File: config.mk
export PLATFORM = sky130hd
export DESIGN_NAME = psr_condition_unit
export DESIGN_NICKNAME = d
export VERILOG_FILES = /design/src/rtl/psr_condition_unit.sv
export SDC_FILE = /design/constraint.sdc
export NUM_CORES = 1
export LEC_CHECK = 0
export CAP_MARGIN = 10
export CORE_MARGIN = 10
export CORE_UTILIZATION = 30
export DETAILED_ROUTE_END_ITERATION = 10
export GPL_TIMING_DRIVEN = 0
export PLACE_DENSITY = 0.58
export SLEW_MARGIN = 30
export SYNTH_ARGS = -nofsm -noshare
export SYNTH_HDL_FRONTEND = slang
export SYNTH_SLANG_ARGS = --single-unit
File: constraint.sdc
create_clock -name clk -period 1.9 [get_ports clk]
set_input_delay 0.285 -clock clk [delete_from_list [all_inputs] [get_ports clk]]
set_output_delay 0.285 -clock clk [all_outputs]
set_load 0.05 [all_outputs]
File: src/rtl/psr_condition_unit.sv
// Program status register and condition evaluation for the ID stage.
// Captures ALU flags on S-bit instructions, resolves branches, and squashes IF after a taken branch.
module psr_condition_unit #(
  parameter logic [3:0] FLAG_RST = 4'b0000
) (
  input  logic       clk,
  input  logic       reset,
  input  logic       alu_n,
  input  logic       alu_z,
  input  logic       alu_c,
  input  logic       alu_v,
  input  logic       s_bit_ex,
  input  logic       stall,
  input  logic [3:0] cond_id,
  input  logic       branch_id,
  input  logic       link_id,
  output logic [3:0] flags,
  output logic       carry_in,
  output logic       cond_true,
  output logic       branch_taken,
  output logic       link_we,
  output logic       flush_if
);

  typedef enum logic {
    IDLE  = 1'b0,
    FLUSH = 1'b1
  } state_t;

  state_t     state_reg;
  logic [3:0] flags_reg;
  logic       flush_reg;
  logic [3:0] alu_flags;
  logic [3:0] eff_flags;
  logic       eff_n, eff_z, eff_c, eff_v;

  assign alu_flags = {alu_n, alu_z, alu_c, alu_v};

  // An S-bit instruction in EX forwards its flags to the ID condition check,
  // even while stalled, so the check always sees the newest PSR value.
  assign eff_flags = s_bit_ex ? alu_flags : flags_reg;
  assign eff_n     = eff_flags[3];
  assign eff_z     = eff_flags[2];
  assign eff_c     = eff_flags[1];
  assign eff_v     = eff_flags[0];

  always_comb begin
    cond_true = 1'b0;
    case (cond_id)
      4'h0: cond_true = eff_z;
      4'h1: cond_true = !eff_z;
      4'h2: cond_true = eff_c;
      4'h3: cond_true = !eff_c;
      4'h4: cond_true = eff_n;
      4'h5: cond_true = !eff_n;
      4'h6: cond_true = eff_v;
      4'h7: cond_true = !eff_v;
      4'h8: cond_true = eff_c && !eff_z;
      4'h9: cond_true = !eff_c || eff_z;
      4'hA: cond_true = (eff_n == eff_v);
      4'hB: cond_true = (eff_n != eff_v);
      4'hC: cond_true = !eff_z && (eff_n == eff_v);
      4'hD: cond_true = eff_z || (eff_n != eff_v);
      4'hE: cond_true = 1'b1;
      default: cond_true = 1'b0;
    endcase
  end

  // The instruction in ID during FLUSH is on the wrong path and must not branch.
  assign branch_taken = branch_id && cond_true && !stall && (state_reg == IDLE);
  assign link_we      = branch_taken && link_id;

  always_ff @(posedge clk or posedge reset) begin
    if (reset) begin
      flags_reg <= FLAG_RST;
      state_reg <= IDLE;
      flush_reg <= 1'b0;
    end else if (!stall) begin
      if (s_bit_ex) begin
        flags_reg <= alu_flags;
      end
      case (state_reg)
        IDLE: begin
          if (branch_taken) begin
            state_reg <= FLUSH;
            flush_reg <= 1'b1;
          end
        end
        FLUSH: begin
          state_reg <= IDLE;
          flush_reg <= 1'b0;
        end
        default: begin
          state_reg <= IDLE;
          flush_reg <= 1'b0;
        end
      endcase
    end
  end

  assign flags    = flags_reg;
  assign carry_in = flags_reg[1];
  assign flush_if = flush_reg;

endmodule

==> flow_summary.ini, run 1 <==
[run_status]
status = complete, but fails checks
violations = setup timing

[logic_synthesis]
synthTopCellsByCount = dfrtp_1, mux2i_1, inv_1, mux2_2, nand2_1
synthDominantCellAreaShare_pct = 25.1
yosys_register_bits = 6
synth_top_flop_cell = dfrtp_1
synthTopCellsByArea = dfrtp_1, mux2i_1, mux2_2
syn_area_um2 = 598
synth.avg_cell_area_um2 = 9.80
synth_area_leader_cell = dfrtp_1
ys_async_sr_fraction_pct = 100
synth_cell_type_count = 34
synth_cells = 61
syn_nets = 75
synth_edf_count = 0
yosysWarnings = 0
seq_area_frac_synth_pct = 25.1

[cells_and_area]
diodes = 0
layout.nets = 104
largest_register_ffs = 4
drive_gt1_share_pct = 37.1
final_cell_area_um2 = 957
syn2layout_area_growth_pct = 60.0

[clocking]
clkTransAtPathRegs_ns = 0.05
htreeDepth = 1
ctsHoldBuffers = 0
clkSinkCount = 6
cts-root-buf = clkbuf_4
numCtsBuffers = 3
clock_path_buffers = 2
cts_tree = done
clock_latency_ns = 0.25

[power]
p_sw_share_pct = 41.8
intPower_w = 0.000399
p_clk_share_pct = 18.5
p_leak_nw = 0.408
switchingPower_w = 0.000287
p_per_area_nw_per_um2 = 717
power.total_w = 0.000686
p_comb_share_pct = 57.3
seq_power_share_pct = 24.2
peakVddDrop_uv = 492

[run]
cap_violations = 0

[setup_path]
slowest_stage = or4b_4
critPathCaptureType = primary output
slowest_delay_ns = 0.51
cp_max_fo = 3
startpoint_type = flip-flop
arrival_ns = 2.19
path_class = reg2out
crit_required_ns = 1.62
crit_chain = mux4_2 -> or4b_4 -> o41ai_4 -> nor4_4 -> a211oi_4 -> buf_6

[timing]
setup_viol = 5
drv_slew = 0
rsz0062_at_grt = true
finalWorstSetupSlack_ns = -0.577
period_share_pct = 130
slew_headroom_pct = 66.1
holdWs_ns = 0.239
fmax_mhz = 404
final_hold_viol_count = 0
skew_ns = 0.00673
finalCriticalPeriod_ns = 2.48
worst_slew_pin_slew_ns = 0.508

[detailed_routing]
antenna_left = 0
drtIter0Drc = 7
vias_per_cell = 4.84
vias = 562
drcViolationCount = 0
wirelength_um = 1620
dr.pass1.iters = 3
wl_per_cell_um = 13.9

[floorplan]
dieArea_um2 = 4180
die_w_um = 64.7
rows = 16
pin_count = 23
die_y_um = 64.7
core_um2 = 1920
start_util_pct = 31.1

[placed_design]
postPlaceCellArea_um2 = 846
gp_congestion = 0.718
dpl.hpwl_um = 1230
portBuffers = 20

[grt]
grt_max_degree = 11
grt_util_all_layers_pct = 8.33
antenna_found_initial = 0
overflow = 0
grt_pass1_vias = 619
grt_pass1_wl_um = 2830

[hold_path]
hold_path.class = in2async
[layer usage]
metal	GRT usage, %	part of all wire, %
met5	0	0
met4	5.61	1.5
met3	1.72	3.7
met2	13.9	52
met1	9.30	42
[critical path: cells and delay by family (launching register included)]
family	cells	cell delay, ns
muxes	1	0.46
and+or+nand+nor	2	0.60
buffers and inverters	1	0.18
DFF	1	0.40
AOI/OAI and AO/OA	2	0.29
[final cells by class]
type / count / area [um2]
Tap cell: 27 / 33.8
Buffer: 4 / 28.8
Fill cell: 188 / 965
Multi-Input combinational cell: 46 / 459
Timing Repair Buffer: 24 / 238
Sequential cell: 6 / 153
Inverter: 5 / 18.8
Clock buffer: 4 / 26.3
[power by group through the flow]
| stage | Sequential, W | Combinational [W] | Clock [W] |
|---|---|---|---|
| after floorplan | 0.000235 | 0.000166 | 0 |
| after global placement | 0.000173 | 0.000338 | 0 |
| after detailed placement | 0.000174 | 0.000340 | 0 |
| after CTS | 0.000167 | 0.000382 | 0.000134 |
| after global routing | 0.000169 | 0.000419 | 0.000148 |
| final | 0.000166 | 0.000393 | 0.000127 |
[worst paths after layout]
| check | start | to | slack, ns | cells past startpoint |
|---|---|---|---|---|
| setup / recovery | flags[3]$_DFFE_PP0N_ | link_we | -0.58 | 6 |
| hold / removal | reset | flags[1]$_DFFE_PP0N_ | 0.24 | 2 |
| setup reg to reg | flags[3]$_DFFE_PP0N_ | state_reg$_DFFE_PP0N_ | -0.21 | 7 |
| hold reg to reg | flags[2]$_DFFE_PP0N_ | flags[2]$_DFFE_PP0N_ | 0.54 | 1 |
| max in group asynchronous | reset | flags[0]$_DFFE_PP0N_ | 1.46 | 2 |
| min in group clk | alu_v | flags[0]$_DFFE_PP0N_ | 0.50 | 2 |
[cells in the final DEF, fill, tap and decap left out, types with 2 or more instances in the layout]
cell	Yosys	routed
clkdlybuf4s50_1	0	14
nor3_1	2	2
buf_2	1	2
xor2_1	2	2
mux2_2	5	5
inv_1	5	4
buf_4	1	4
nor2b_1	2	2
dfrtp_1	6	4
dlygate4sd2_1	0	2
mux2i_1	6	6
buf_6	1	5
clkbuf_4	0	3
nand2_1	5	5
dfrtp_2	0	2
[kinds of logic (layout without fill, tap and decap cells)]
group	count (synthesis)	in the layout	share of synthesized area, %
DFF	6	6	25.1
muxes	12	12	23.2
AOI/OAI and AO/OA	11	11	15.7
xor gates and xnor gates	4	4	5.86
buffers and inverters	9	37	7.74
and+or+nand+nor	19	19	22.4
[per-stage QoR]
step	utilization [%]	std cells	setup TNS [ns]	worst slack (ns)
4_1_cts	48.6	116	-2.08	-0.605
6_report	49.8	116	-1.95	-0.577
3_3_place_gp	44.0	108	-4.61	-1.36
3_5_place_dp	44.0	108	-4.64	-1.36
2_1_floorplan	-	61	-1.51	-0.574
5_1_grt	49.8	116	-2.33	-0.651
[what timing repair did]
| item | CTS | global route |
|---|---|---|
| buffers inserted | 4 | 0 |
| pin swaps | 3 | 1 |
| resized for setup | 29 | 6 |
| cloned | 0 | 0 |
| endpoints found under the setup margin | 5 | 6 |
Power figures use the tool's default switching activity.
==> run 2, diff against run 1 <==
--- a/config.mk
+++ b/config.mk
@@ -6,11 +6,12 @@
 export NUM_CORES = 1
 export LEC_CHECK = 0
 export CAP_MARGIN = 10
-export CORE_MARGIN = 10
 export CORE_UTILIZATION = 30
+export CTS_CLUSTER_DIAMETER = 40
 export DETAILED_ROUTE_END_ITERATION = 10
 export GPL_TIMING_DRIVEN = 0
 export PLACE_DENSITY = 0.58
+export SKIP_CTS_REPAIR_TIMING = 1
 export SLEW_MARGIN = 30
 export SYNTH_ARGS = -nofsm -noshare
 export SYNTH_HDL_FRONTEND = slang
==> run 2 against run 1 <==
The flow still finishes with violations (setup timing). Critical path type unchanged. Flip-flop and latch count is the same. Critical endpoint unchanged. Critical path depth is the same. Clock-buffer cell count is the same.
==> flow_summary.ini, run 2 (synthesis results as in run 1) <==
[run_status]
status = complete, but fails checks
violations = setup timing

[setup_path]
slowest_stage = or4b_4
arrival_ns = 2.23
critPathCaptureType = primary output
path_class = reg2out
startpoint_type = flip-flop
timing.rr.start = flags[0]$_DFFE_PP0N_
crit_chain = mux4_2 -> or4b_4 -> o41ai_4 -> nor4_4 -> a211oi_4 -> buf_6
cp_max_fo = 5
worst-path-buf-inv = 1
rrSetupSlack_ns = -0.12
crit_cells = 6
crit_required_ns = 1.62
crit_start = flags[0]$_DFFE_PP0N_
critPathCapture = link_we
rr_worst_depth = 6
reg2reg_to = state_reg$_DFFE_PP0N_
slowest_delay_ns = 0.52
crit_family = simple AND/OR/NAND/NOR gates

[timing]
finalWorstSetupSlack_ns = -0.618
fmax_mhz = 397
holdWs_ns = 0.247
rsz0062_at_grt = true
tns_ns = -1.94
drv_slew = 0
finalCriticalPeriod_ns = 2.52
skew_ns = 0.00692
setup_viol = 5
period_share_pct = 133
worst_slew_pin_slew_ns = 0.495
slew_headroom_pct = 66.9
final_hold_viol_count = 0

[detailed_routing]
vias = 549
wirelength_um = 1480
antenna_left = 0
vias_per_cell = 4.82
drtIter0Drc = 11
dr.pass1.iters = 4
wl_per_cell_um = 13.0
drcViolationCount = 0

[floorplan]
dieArea_um2 = 2180
start_util_pct = 33.2
die_y_um = 46.7
die_w_um = 46.7
rows = 15
pin_count = 23
core_um2 = 1800

[power]
p_leak_nw = 0.409
peakVddDrop_uv = 496
p_per_area_nw_per_um2 = 714
power.total_w = 0.000682

[clocking]
clkTransAtPathRegs_ns = 0.05
numCtsBuffers = 3
cts_tree = done
htreeDepth = 1
clock_path_buffers = 2
clkSinkCount = 6
clock_latency_ns = 0.24
cts-root-buf = clkbuf_4

[cells_and_area]
layout.nets = 104
largest_register_ffs = 4
diodes = 0
final_cell_area_um2 = 955
drive_gt1_share_pct = 37.1
layout_commonest_cell = clkdlybuf4s50_1
mostFrequentLayoutCells = clkdlybuf4s50_1, mux2i_1, mux2_2, buf_4
nFillCells = 177
syn2layout_area_growth_pct = 59.6

[grt]
antenna_found_initial = 0
grt_pass1_vias = 487
grt_max_degree = 11
grt_util_all_layers_pct = 13.0
grt_pass1_wl_um = 1990
overflow = 0

[placed_design]
gp_congestion = 0.726
postPlaceCellArea_um2 = 843
portBuffers = 20
dpl_worst_slack_ns = -1.36
dpl.hpwl_um = 1030

[hold_path]
hold_path.class = in2async

[run]
cap_violations = 0
[run 2: how the worst min path moves through the flow]
| stage | cells past startpoint | slack [ns] | endpoint | startpoint |
|---|---|---|---|---|
| 2_1_floorplan | 1 | 0.08 | flags[1]$_DFFE_PP0N_ | reset |
| 3_3_place_gp | 2 | 0.49 | state_reg$_DFFE_PP0N_ | state_reg$_DFFE_PP0N_ |
| 3_5_place_dp | 2 | 0.50 | state_reg$_DFFE_PP0N_ | state_reg$_DFFE_PP0N_ |
| 4_1_cts | 2 | 0.25 | flags[1]$_DFFE_PP0N_ | reset |
| 5_1_grt | 2 | 0.27 | flags[1]$_DFFE_PP0N_ | reset |
| 6_report | 2 | 0.25 | flags[1]$_DFFE_PP0N_ | reset |
[run 2: per-layer routing]
layer / track usage [%] / vias up / share of wire, % / routed length (um)
met5: 0 / - / 0 / 0
met4: 6.86 / 0 / 0 / 0
met3: 2.35 / 0 / 3.3 / 49
met2: 18.9 / 12 / 49 / 717
met1: 18.0 / 253 / 48 / 710
li1: - / 284 / - / -
[run 2: report_power, final]
group | internal, W | total (W) | switching [W]
sequential | 0.000151 | 0.000169 | 0.0000180
combinational | 0.000168 | 0.000389 | 0.000221
clock | 0.0000794 | 0.000123 | 0.0000440
[run 2: worst register-to-register path, stage by stage, from the launching register on]
cell	delay [ns]
dfrtp_2	0.43
mux4_2	0.46
or4b_4	0.52
o41ai_4	0.08
nor4_4	0.10
buf_4	0.18
o211ai_1	0.17
[run 2: metrics by stage]
step           utilization (%)  cells
3_5_place_dp              46.8    106
2_1_floorplan                -     61
5_1_grt                   53.0    114
4_1_cts                   48.3    110
6_report                  53.0    114
3_3_place_gp              46.8    106
[run 2: cell type report]
class                      instances  area, um2  share of cell area, %
timing repair buffer              24        243                   25.4
clock buffer                       4       26.3                   2.75
tap                               25       31.3                   3.28
buffer                             4       28.8                   3.01
inverter                           5       18.8                   1.97
multi-input combinational         46        454                   47.6
sequential                         6        153                   16.0
